--- config.mk ---
export PLATFORM = sky130hd
export DESIGN_NAME = pipe_stall_ctrl_flat
export DESIGN_NICKNAME = d
export VERILOG_FILES = /design/src/rtl/pipe_stall_ctrl_pkg.sv /design/src/rtl/pipe_stall_ctrl_if.sv /design/src/rtl/pipe_stall_ctrl_md_busy_counter.sv /design/src/rtl/pipe_stall_ctrl.sv /design/src/flat_wrapper.sv
export SDC_FILE = /design/constraint.sdc
export NUM_CORES = 1
export LEC_CHECK = 0
export CAP_MARGIN = 40
export CORE_MARGIN = 2
export CORE_UTILIZATION = 48
export CTS_BUF_LIST = sky130_fd_sc_hd__clkbuf_2 sky130_fd_sc_hd__clkbuf_4 sky130_fd_sc_hd__clkbuf_8
export CTS_CLUSTER_SIZE = 20
export DETAILED_ROUTE_END_ITERATION = 6
export PLACE_DENSITY = 0.91
export SLEW_MARGIN = 20
export SYNTH_ARGS = -nofsm -noshare
export SYNTH_HDL_FRONTEND = slang
export SYNTH_SLANG_ARGS = --single-unit
--- constraint.sdc ---
create_clock -name clk -period 2.7 [get_ports clk]
set_input_delay 0.54 -clock clk [delete_from_list [all_inputs] [get_ports clk]]
set_output_delay 0.54 -clock clk [all_outputs]
set_load 0.02 [all_outputs]
--- src/rtl/pipe_stall_ctrl_pkg.sv ---
// Shared encodings and defaults for the pipeline stall controller.
// Tnew/Tuse are 2-bit cycle counts; TUSE_NONE marks an unused source operand.
package pipe_stall_ctrl_pkg;
  localparam int MULT_CYCLES_DEF = 5;
  localparam int DIV_CYCLES_DEF  = 10;
  localparam int CNT_W_DEF       = 4;

  localparam logic [1:0]  TUSE_NONE  = 2'd3;
  localparam logic [31:0] HANDLER_PC = 32'h0000_4180;

  typedef logic [4:0] reg_idx_t;
  typedef logic [1:0] tnew_t;

  typedef struct packed {
    reg_idx_t dst;
    tnew_t    tnew;
  } sb_slot_t;

  // A Tnew of zero stays zero as the producer moves down the pipe.
  function automatic tnew_t tnew_dec(input tnew_t t);
    return (t == 2'd0) ? 2'd0 : t - 2'd1;
  endfunction
endpackage

--- src/rtl/pipe_stall_ctrl_if.sv ---
// Decode/execute-side signals seen by the stall controller.
// The controller connects as slave; the pipeline (or bench) drives it as master.
interface pipe_stall_ctrl_if
  import pipe_stall_ctrl_pkg::*;
#(parameter int CNT_W = CNT_W_DEF) ();
  logic             Req;
  reg_idx_t         D_rs;
  reg_idx_t         D_rt;
  tnew_t            D_Tuse_rs;
  tnew_t            D_Tuse_rt;
  reg_idx_t         D_RegWrite;
  tnew_t            D_Tnew;
  logic             D_is_md;
  logic             E_md_start;
  logic             E_md_is_div;
  logic             stall;
  logic             BUSY;
  logic [CNT_W-1:0] md_cnt;

  modport master (
    output Req, D_rs, D_rt, D_Tuse_rs, D_Tuse_rt, D_RegWrite, D_Tnew,
           D_is_md, E_md_start, E_md_is_div,
    input  stall, BUSY, md_cnt
  );

  modport slave (
    input  Req, D_rs, D_rt, D_Tuse_rs, D_Tuse_rt, D_RegWrite, D_Tnew,
           D_is_md, E_md_start, E_md_is_div,
    output stall, BUSY, md_cnt
  );
endinterface

--- src/rtl/pipe_stall_ctrl_md_busy_counter.sv ---
// MDU busy window: loads the op latency when a mult/div leaves E, counts to zero.
module md_busy_counter #(
  parameter int MULT_CYCLES = 5,
  parameter int DIV_CYCLES  = 10,
  parameter int CNT_W       = 4
) (
  input  logic             clk,
  input  logic             reset,
  input  logic             start_i,
  input  logic             is_div_i,
  input  logic             kill_i,
  output logic             busy_o,
  output logic [CNT_W-1:0] cnt_o
);
  logic [CNT_W-1:0] cnt_q, cnt_d;

  // A committed op keeps counting through a flush; a start during busy is dropped.
  always_comb begin
    cnt_d = cnt_q;
    if (cnt_q != '0)
      cnt_d = cnt_q - 1'b1;
    else if (start_i && !kill_i)
      cnt_d = is_div_i ? CNT_W'(DIV_CYCLES) : CNT_W'(MULT_CYCLES);
  end

  always_ff @(posedge clk) begin
    if (reset) cnt_q <= '0;
    else       cnt_q <= cnt_d;
  end

  assign busy_o = (cnt_q != '0);
  assign cnt_o  = cnt_q;
endmodule

--- src/rtl/pipe_stall_ctrl.sv ---
// Central stall controller: E/M destination scoreboard, Tuse/Tnew hazard
// compare and MDU busy interlock, producing a single stall for PC and F/D.
module pipe_stall_ctrl
  import pipe_stall_ctrl_pkg::*;
#(
  parameter int MULT_CYCLES = MULT_CYCLES_DEF,
  parameter int DIV_CYCLES  = DIV_CYCLES_DEF,
  parameter int CNT_W       = CNT_W_DEF
) (
  input  logic              clk,
  input  logic              reset,
  pipe_stall_ctrl_if.slave  bus
);
  sb_slot_t         e_q, e_d, m_q, m_d;
  logic             hz_rs, hz_rt, hz_md, stall;
  logic             busy;
  logic [CNT_W-1:0] cnt;

  // Register 0 never matches; W stage is omitted since its Tnew is always 0.
  assign hz_rs = (bus.D_rs != '0) &&
                 ((e_q.dst == bus.D_rs && e_q.tnew > bus.D_Tuse_rs) ||
                  (m_q.dst == bus.D_rs && m_q.tnew > bus.D_Tuse_rs));
  assign hz_rt = (bus.D_rt != '0) &&
                 ((e_q.dst == bus.D_rt && e_q.tnew > bus.D_Tuse_rt) ||
                  (m_q.dst == bus.D_rt && m_q.tnew > bus.D_Tuse_rt));
  assign hz_md = bus.D_is_md && (busy || bus.E_md_start);

  // Req wins so the PC can take the handler vector this cycle.
  assign stall = (hz_rs || hz_rt || hz_md) && !bus.Req;

  always_comb begin
    e_d = '{dst: bus.D_RegWrite, tnew: bus.D_Tnew};
    m_d = '{dst: e_q.dst, tnew: tnew_dec(e_q.tnew)};
    if (stall) e_d = '0;
    if (bus.Req) begin
      e_d = '0;
      m_d = '0;
    end
  end

  always_ff @(posedge clk) begin
    if (reset) begin
      e_q <= '0;
      m_q <= '0;
    end else begin
      e_q <= e_d;
      m_q <= m_d;
    end
  end

  md_busy_counter #(
    .MULT_CYCLES (MULT_CYCLES),
    .DIV_CYCLES  (DIV_CYCLES),
    .CNT_W       (CNT_W)
  ) u_md_cnt (
    .clk      (clk),
    .reset    (reset),
    .start_i  (bus.E_md_start),
    .is_div_i (bus.E_md_is_div),
    .kill_i   (bus.Req),
    .busy_o   (busy),
    .cnt_o    (cnt)
  );

  assign bus.stall  = stall;
  assign bus.BUSY   = busy;
  assign bus.md_cnt = cnt;
endmodule

--- src/flat_wrapper.sv ---
// flat-port wrapper written by rule: the top's interface ports become plain ports
module pipe_stall_ctrl_flat import pipe_stall_ctrl_pkg::*;
#(
  parameter int MULT_CYCLES = MULT_CYCLES_DEF,
  parameter int DIV_CYCLES  = DIV_CYCLES_DEF,
  parameter int CNT_W       = CNT_W_DEF
)
  (clk, reset, bus_Req, bus_D_rs, bus_D_rt, bus_D_Tuse_rs, bus_D_Tuse_rt, bus_D_RegWrite, bus_D_Tnew, bus_D_is_md, bus_E_md_start, bus_E_md_is_div, bus_stall, bus_BUSY, bus_md_cnt);
  pipe_stall_ctrl_if #(.CNT_W(CNT_W)) bus_i ();
  input  logic clk;
  input  logic reset;
  input wire logic [$bits(bus_i.Req)-1:0] bus_Req;
  input wire logic [$bits(bus_i.D_rs)-1:0] bus_D_rs;
  input wire logic [$bits(bus_i.D_rt)-1:0] bus_D_rt;
  input wire logic [$bits(bus_i.D_Tuse_rs)-1:0] bus_D_Tuse_rs;
  input wire logic [$bits(bus_i.D_Tuse_rt)-1:0] bus_D_Tuse_rt;
  input wire logic [$bits(bus_i.D_RegWrite)-1:0] bus_D_RegWrite;
  input wire logic [$bits(bus_i.D_Tnew)-1:0] bus_D_Tnew;
  input wire logic [$bits(bus_i.D_is_md)-1:0] bus_D_is_md;
  input wire logic [$bits(bus_i.E_md_start)-1:0] bus_E_md_start;
  input wire logic [$bits(bus_i.E_md_is_div)-1:0] bus_E_md_is_div;
  output wire logic [$bits(bus_i.stall)-1:0] bus_stall;
  output wire logic [$bits(bus_i.BUSY)-1:0] bus_BUSY;
  output wire logic [$bits(bus_i.md_cnt)-1:0] bus_md_cnt;
  assign bus_i.Req = bus_Req;
  assign bus_i.D_rs = bus_D_rs;
  assign bus_i.D_rt = bus_D_rt;
  assign bus_i.D_Tuse_rs = bus_D_Tuse_rs;
  assign bus_i.D_Tuse_rt = bus_D_Tuse_rt;
  assign bus_i.D_RegWrite = bus_D_RegWrite;
  assign bus_i.D_Tnew = bus_D_Tnew;
  assign bus_i.D_is_md = bus_D_is_md;
  assign bus_i.E_md_start = bus_E_md_start;
  assign bus_i.E_md_is_div = bus_E_md_is_div;
  assign bus_stall = bus_i.stall;
  assign bus_BUSY = bus_i.BUSY;
  assign bus_md_cnt = bus_i.md_cnt;
  pipe_stall_ctrl #(.MULT_CYCLES(MULT_CYCLES), .DIV_CYCLES(DIV_CYCLES), .CNT_W(CNT_W)) u_core (.clk(clk), .reset(reset), .bus(bus_i));
endmodule
==> summary.txt, run 1 <==
Floorplanning
  • Starting Density: 49.7%
  • Cell Rows: 17
  • # IOs: 33
  • Die footprint: 2640 sq um
  • Core Region: 2170 sq um
  • Die span in x: 51.4 um
  • Die H: 51.4 um

Final layout
  • Share of cells above drive strength 1: 18.9%
  • P&R area growth vs syn: 52.5%
  • Commonest non-fill, non-tap cell in the layout: clkdlybuf4s50_1
  • N_diodes: 0
  • Final std cells w/o fill: 192
  • Fin nets: 203
  • Most frequent cells in the layout: clkdlybuf4s50_1, dfxtp_1, xnor2_1, nand2_1
  • Final cell utilization of the core: 75.7%

CTS
  • Maximum buffer depth of the clock tree: 2
  • CTS Hold Buffers Added: 0
  • CTS tree: yes
  • CTS HTree Levels: 1
  • Clock transition at path regs: 0.10 ns
  • Number of CTS-inserted buffers: 3
  • Clk_lat worst skew: 0.30 ns
  • Clk root buf: clkbuf_4
  • # clock sinks: 18

Drt
  • DRC viols: 0
  • Uppermost routed layer: met4
  • Drt total wl: 3110 um
  • DRT iter0 DRCs: 6
  • Met3 wire length: 49 um
  • Vias per inst: 5.32
  • WL met1: 1290 um
  • Antenna Violating Nets Remaining: 0
  • Post-DR wirelength/cell: 16.2 um
  • Vias: 1022
  • Met2 wire length: 1730 um
  • Pre-Repair DR Iteration Count: 4

STA
  • Final hold vios: 0
  • Fmax: 378 MHz
  • Worst Clk Skew: 0.00459 ns
  • Slew @ Worst Pin: 0.660 ns
  • Final min period: 2.64 ns
  • Relative slew slack: 55.8%
  • Slew Limit Fails: 0
  • Final period util: 97.9%
  • RSZ-0062 raised after global routing: false
  • Number of setup violations in the final report: 0

Synthesis
  • Ys Warns: 0
  • Synth area leaders: dfxtp_1, ha_1, xnor2_1
  • Sequential area share after synthesis: 33.4%
  • Mapped Area: 1080 sq um
  • Yosys top cell area share: 33.4%
  • Mean Syn Cell Area: 8.83 sq um
  • Yosys reg bits: 18
  • Unique cell type count in the Yosys netlist: 23
  • Cell taking the most area after synthesis: dfxtp_1
  • Net Count, Synth: 160
  • Synth Instances: 122

Power and ir drop
  • Clk pwr share: 18.1%
  • Cell-internal power: 0.000581 W
  • Switching share of power: 37.0%
  • Gate power share: 45.0%
  • Net Sw Power: 0.000341 W
  • Pleak: 0.665 nW
  • Seq pwr share: 36.9%
  • Worst IR Drop VDD: 0.615 mV
  • P per Cell Area: 561 nW/um^2

GRT
  • Largest net degree at the start of global routing: 13
  • Vias in the first global route: 1078
  • First-pass GRT wire length: 4770 um
  • Total GRT Usage: 24.5%
  • Total congestion overflow: 0
  • Initial antenna violation count: 0

Critical path
  • WP data arrival: 2.10 ns
  • Crit Path Max Fanout: 2
  • Critical path class: in -> out
  • Worst r2r src: u_core.e_q[1]$_SDFF_PP0_
  • Data required, critical path: 2.16 ns
  • CP Capture Type: output pin
  • Reg-to-reg endpoint: u_core.e_q[1]$_SDFF_PP0_
  • Reg2Reg Depth: 7
  • Crit path launch type: primary input
  • Setup slack, reg-to-reg: 0.77 ns

Job
  • Max-cap violations: 0

Status
  • Status: completed

Placed design
  • Detailed placement HPWL: 2270 um
  • RePlAce Congestion: 0.852
  • # placed instances: 187
  • IO Port Bufs: 32

Hold path
  • Worst Hold End: u_core.m_q[0]$_SDFF_PP0_
  • Hold path cells: 1
  • Hold_sp: u_core.e_q[0]$_SDFF_PP0_
  • Min-delay worst type: reg -> reg
[repair_timing]
item	in CTS	in global routing
resized for setup	28	14
setup buffers	0	1
pin swaps	15	6
setup endpoints to repair	1	1
[per-stage QoR]
stage / hold slack (ns) / setup slack [ns] / power [W] / setup TNS [ns] / area, sq um
after detailed placement: 0.419 / -0.690 / 0.000725 / -0.690 / 1470
after floorplan: 0.397 / 0.337 / 0.000552 / 0 / 1080
after global placement: 0.411 / -0.615 / 0.000705 / -0.615 / 1470
after CTS: 0.433 / 0.00721 / 0.000903 / 0 / 1580
final: 0.433 / 0.0571 / 0.000922 / 0 / 1640
after global routing: 0.442 / 0.0208 / 0.000974 / 0 / 1640
[synth_stat cells]
master     count
a2111o_1       1
nor2b_1        2
or4_1          2
o31ai_1        1
nor2_1         4
o21ai_0        4
xor2_1         7
a2111oi_0      2
a211oi_1       2
nand4_1        2
inv_1         11
ha_1          11
nor4_1        11
o21a_1         1
nand2_1       11
nand3_1        3
a21oi_1        5
and2_1         6
xnor2_1       14
o22a_2         2
clkbuf_1       1
dfxtp_1       18
o31a_1         1
[registers in the layout (all words and copies together), names as in the netlist]
name and cells:
u_core.e_q 7, u_core.u_md_cnt.cnt_o 4, u_core.m_q 7
[layout make-up]
type	count	area [sq um]
Sequential cell	18	360
Tap cell	28	35.0
Fill cell	157	527
Inverter	11	41.3
Multi-Input combinational cell	92	791
Clock buffer	4	36.3
Timing Repair Buffer	39	379
[power by group through the flow]
stage / clock network (W) / registers [W] / logic (W)
after global routing: 0.000178 / 0.000345 / 0.000451
after CTS: 0.000165 / 0.000338 / 0.000401
after detailed placement: 0 / 0.000342 / 0.000382
after floorplan: 0 / 0.000364 / 0.000188
after global placement: 0 / 0.000340 / 0.000365
final: 0.000167 / 0.000340 / 0.000415
[logic make-up (layout without fill, tap and decap cells)]
logic type,after synthesis,in the layout,share of synthesized area (%)
fa+ha+maj,11,11,12.8
buf+inv,12,54,4.18
compound gates,19,19,12.3
flops,18,18,33.4
xor+xnor,21,21,17.1
simple gates,41,41,20.2
[worst max-delay path: stages]
cell	delay [ns]
clkdlybuf4s15_1	0.18
inv_2	0.11
ha_4	0.22
nor2b_4	0.12
o21ai_2	0.16
a2111oi_4	0.07
o22a_2	0.27
o31a_1	0.29
buf_6	0.13
[per-layer routing]
| metal | GRT usage [%] | vias to the layer above |
|---|---|---|
| li1 | - | 515 |
| met1 | 26.8 | 480 |
| met2 | 47.9 | 20 |
| met3 | 2.34 | 7 |
| met4 | 8.77 | 0 |
| met5 | 0 | - |
[worst max path at each step]
stage	startpoint	to	depth (start not counted)
final	bus_D_Tuse_rs[1]	bus_stall	9
after CTS	bus_D_Tuse_rs[0]	bus_stall	6
after global routing	bus_D_Tuse_rs[1]	bus_stall	9
after global placement	bus_D_Tuse_rs[1]	bus_stall	9
after detailed placement	bus_D_Tuse_rs[1]	bus_stall	9
after floorplan	bus_D_Tuse_rs[1]	bus_stall	7
No activity file was read; power rests on OpenSTA's default activity.
==> run 2: changes to the inputs <==
Settings changed: CTS_BUF_LIST sky130_fd_sc_hd__clkbuf_2 sky130_fd_sc_hd__clkbuf_4 sky130_fd_sc_hd__clkbuf_8 to sky130_fd_sc_hd__clkbuf_8.
==> run 2 against run 1 <==
Against the previous run:
- utilization is 0.86 points higher
- total power up 5.0%
- critical path type unchanged
- largest power group unchanged
- final cell count is the same
- global-route usage down 0.12 points
- via count rose by 2.3%
- first-iteration DRC count increased to 3.2 times the previous value
- wire length fell by 0.29%
- clock skew is 0.00072 ns lower
- non-clock buffer count is the same
==> summary.txt, run 2 (synthesis results as in run 1) <==
Status
  • Status: completed

Critical path
  • Worst Setup EP: bus_stall
  • Crit Path Max Fanout: 2 (unchanged)
  • Setup slack, reg-to-reg: 0.76 ns (about the same)
  • Data required, critical path: 2.16 ns (about the same)
  • Critical path origin: bus_D_Tuse_rs[1]
  • Critical path class: in -> out
  • WP data arrival: 2.12 ns (+0.02 ns)
  • Reg-to-reg endpoint: u_core.e_q[1]$_SDFF_PP0_
  • Worst r2r src: u_core.m_q[1]$_SDFF_PP0_
  • CP Capture Type: output pin
  • Reg2Reg Depth: 7 (unchanged)
  • Crit path launch type: primary input

CTS
  • Clk root buf: clkbuf_8
  • CTS Hold Buffers Added: 0 (unchanged)
  • CTS tree: yes
  • Maximum buffer depth of the clock tree: 2 (unchanged)
  • Clk_lat worst skew: 0.25 ns (-0.05 ns)
  • # clock sinks: 18 (unchanged)
  • CTS HTree Levels: 1 (unchanged)
  • Number of CTS-inserted buffers: 3 (unchanged)
  • Clock transition at path regs: 0.07 ns (-0.03 ns)

Final layout
  • Fin nets: 203 (unchanged)
  • Design area: 1660 sq um (+1.1%)
  • Final std cells w/o fill: 192 (unchanged)
  • N_diodes: 0 (unchanged)
  • Most frequent cells in the layout: clkdlybuf4s50_1, dfxtp_1, xnor2_1, nand2_1
  • Share of cells above drive strength 1: 18.9% (unchanged)
  • P&R area growth vs syn: 54.2%
  • Commonest non-fill, non-tap cell in the layout: clkdlybuf4s50_1

Floorplanning
  • Die span in x: 51.4 um (unchanged)
  • Core Region: 2170 sq um (unchanged)
  • Die footprint: 2640 sq um (unchanged)
  • Cell Rows: 17 (unchanged)
  • # IOs: 33 (unchanged)
  • Die H: 51.4 um (unchanged)
  • Starting Density: 49.7% (unchanged)

STA
  • Final min period: 2.66 ns (+0.0160 ns)
  • Final hold vios: 0 (unchanged)
  • Final hold slack: 0.436 ns (+0.00309 ns)
  • Worst Clk Skew: 0.00388 ns (-0.000715 ns)
  • Slew Limit Fails: 0 (unchanged)
  • Fmax: 376 MHz (-0.60%)
  • RSZ-0062 raised after global routing: false
  • Relative slew slack: 56.7% (+0.86 points)
  • Final period util: 98.5% (+0.59 points)
  • Slew @ Worst Pin: 0.647 ns (-0.0129 ns)
  • Number of setup violations in the final report: 0 (unchanged)

Drt
  • Post-DR wirelength/cell: 16.2 um (-0.29%)
  • DRC viols: 0 (unchanged)
  • Drt total wl: 3100 um (-0.29%)
  • Pre-Repair DR Iteration Count: 4 (unchanged)
  • Antenna Violating Nets Remaining: 0 (unchanged)
  • Vias per inst: 5.44 (+2.3%)
  • DRT iter0 DRCs: 19 (+13)
  • Vias: 1045 (+2.3%)

Placed design
  • Detailed placement HPWL: 2270 um (unchanged)
  • Placed Area: 1470 sq um (unchanged)
  • # placed instances: 187 (unchanged)
  • IO Port Bufs: 32 (unchanged)
  • RePlAce Congestion: 0.852 (unchanged)

GRT
  • Total congestion overflow: 0 (unchanged)
  • Largest net degree at the start of global routing: 13 (unchanged)
  • First-pass GRT wire length: 4730 um (-1.0%)
  • Vias in the first global route: 1090 (+1.1%)
  • Total GRT Usage: 24.4% (-0.12 points)
  • Initial antenna violation count: 0 (unchanged)

Power and ir drop
  • Pleak: 0.673 nW (+1.2%)
  • Worst IR Drop VDD: 0.531 mV (-14%)
  • P per Cell Area: 582 nW/um^2 (+3.8%)
  • Pwr Total: 0.000968 W (+5.0%)

Job
  • Max-cap violations: 0 (unchanged)

Hold path
  • Min-delay worst type: reg -> reg
run 2: cell count changes in the layout (fill, tap and decap cells not counted):
cell	before	now
clkbuf_8	1	4
clkbuf_4	3	0
run 2: worst min-delay path by stage:
stage	start	endpoint	slack [ns]	depth (start not counted)
after floorplan	u_core.e_q[0]$_SDFF_PP0_	u_core.m_q[0]$_SDFF_PP0_	0.40	1
after global placement	u_core.e_q[0]$_SDFF_PP0_	u_core.m_q[0]$_SDFF_PP0_	0.41	1
after detailed placement	u_core.e_q[0]$_SDFF_PP0_	u_core.m_q[0]$_SDFF_PP0_	0.42	1
after CTS	u_core.e_q[0]$_SDFF_PP0_	u_core.m_q[0]$_SDFF_PP0_	0.43	1
after global routing	u_core.e_q[0]$_SDFF_PP0_	u_core.m_q[0]$_SDFF_PP0_	0.47	1
final	u_core.e_q[0]$_SDFF_PP0_	u_core.m_q[0]$_SDFF_PP0_	0.44	1
run 2: metrics by stage:
stage	utilization [%]	setup slack (ns)	setup TNS [ns]
3_5_place_dp	67.9	-0.690	-0.690
5_1_grt	76.6	0.0217	0
3_3_place_gp	67.9	-0.615	-0.615
6_report	76.6	0.0410	0
2_1_floorplan	-	0.337	0
4_1_cts	73.6	0.00720	0
run 2: worst max-delay path, stage by stage:
cell and delay (ns):
clkdlybuf4s15_1 0.18, inv_2 0.11, ha_4 0.22, nor2b_4 0.12, o21ai_2 0.18, a2111oi_4 0.07
o22a_2 0.27, o31a_1 0.29, buf_6 0.13
run 2: area by class of cell:
cell class,count,area [sq um]
Multi-Input combinational cell,92,791
Fill cell,146,508
Timing Repair Buffer,39,379
Sequential cell,18,360
Clock buffer,4,55.1
Inverter,11,41.3
Tap cell,28,35.0
run 2: timing repair:
| item | in CTS | in global routing |
|---|---|---|
| setup buffers | 0 | 1 |
| gates resized for setup | 28 | 14 |
| setup endpoints to repair | 1 | 1 |
| gates cloned | 0 | 0 |
| pin swaps | 15 | 6 |
run 2: power by group:
part           switching, W  internal [W]
combinational      0.000212      0.000200
clock             0.0000863      0.000130
sequential        0.0000408      0.000299
total              0.000339      0.000629
run 2: layer usage:
layer	up-vias	part of all wire (%)	track usage [%]
li1	511	-	-
met1	506	41	25.9
met2	23	56	48.5
met3	5	1.5	2.34
met4	0	1.5	8.77
met5	-	0	0
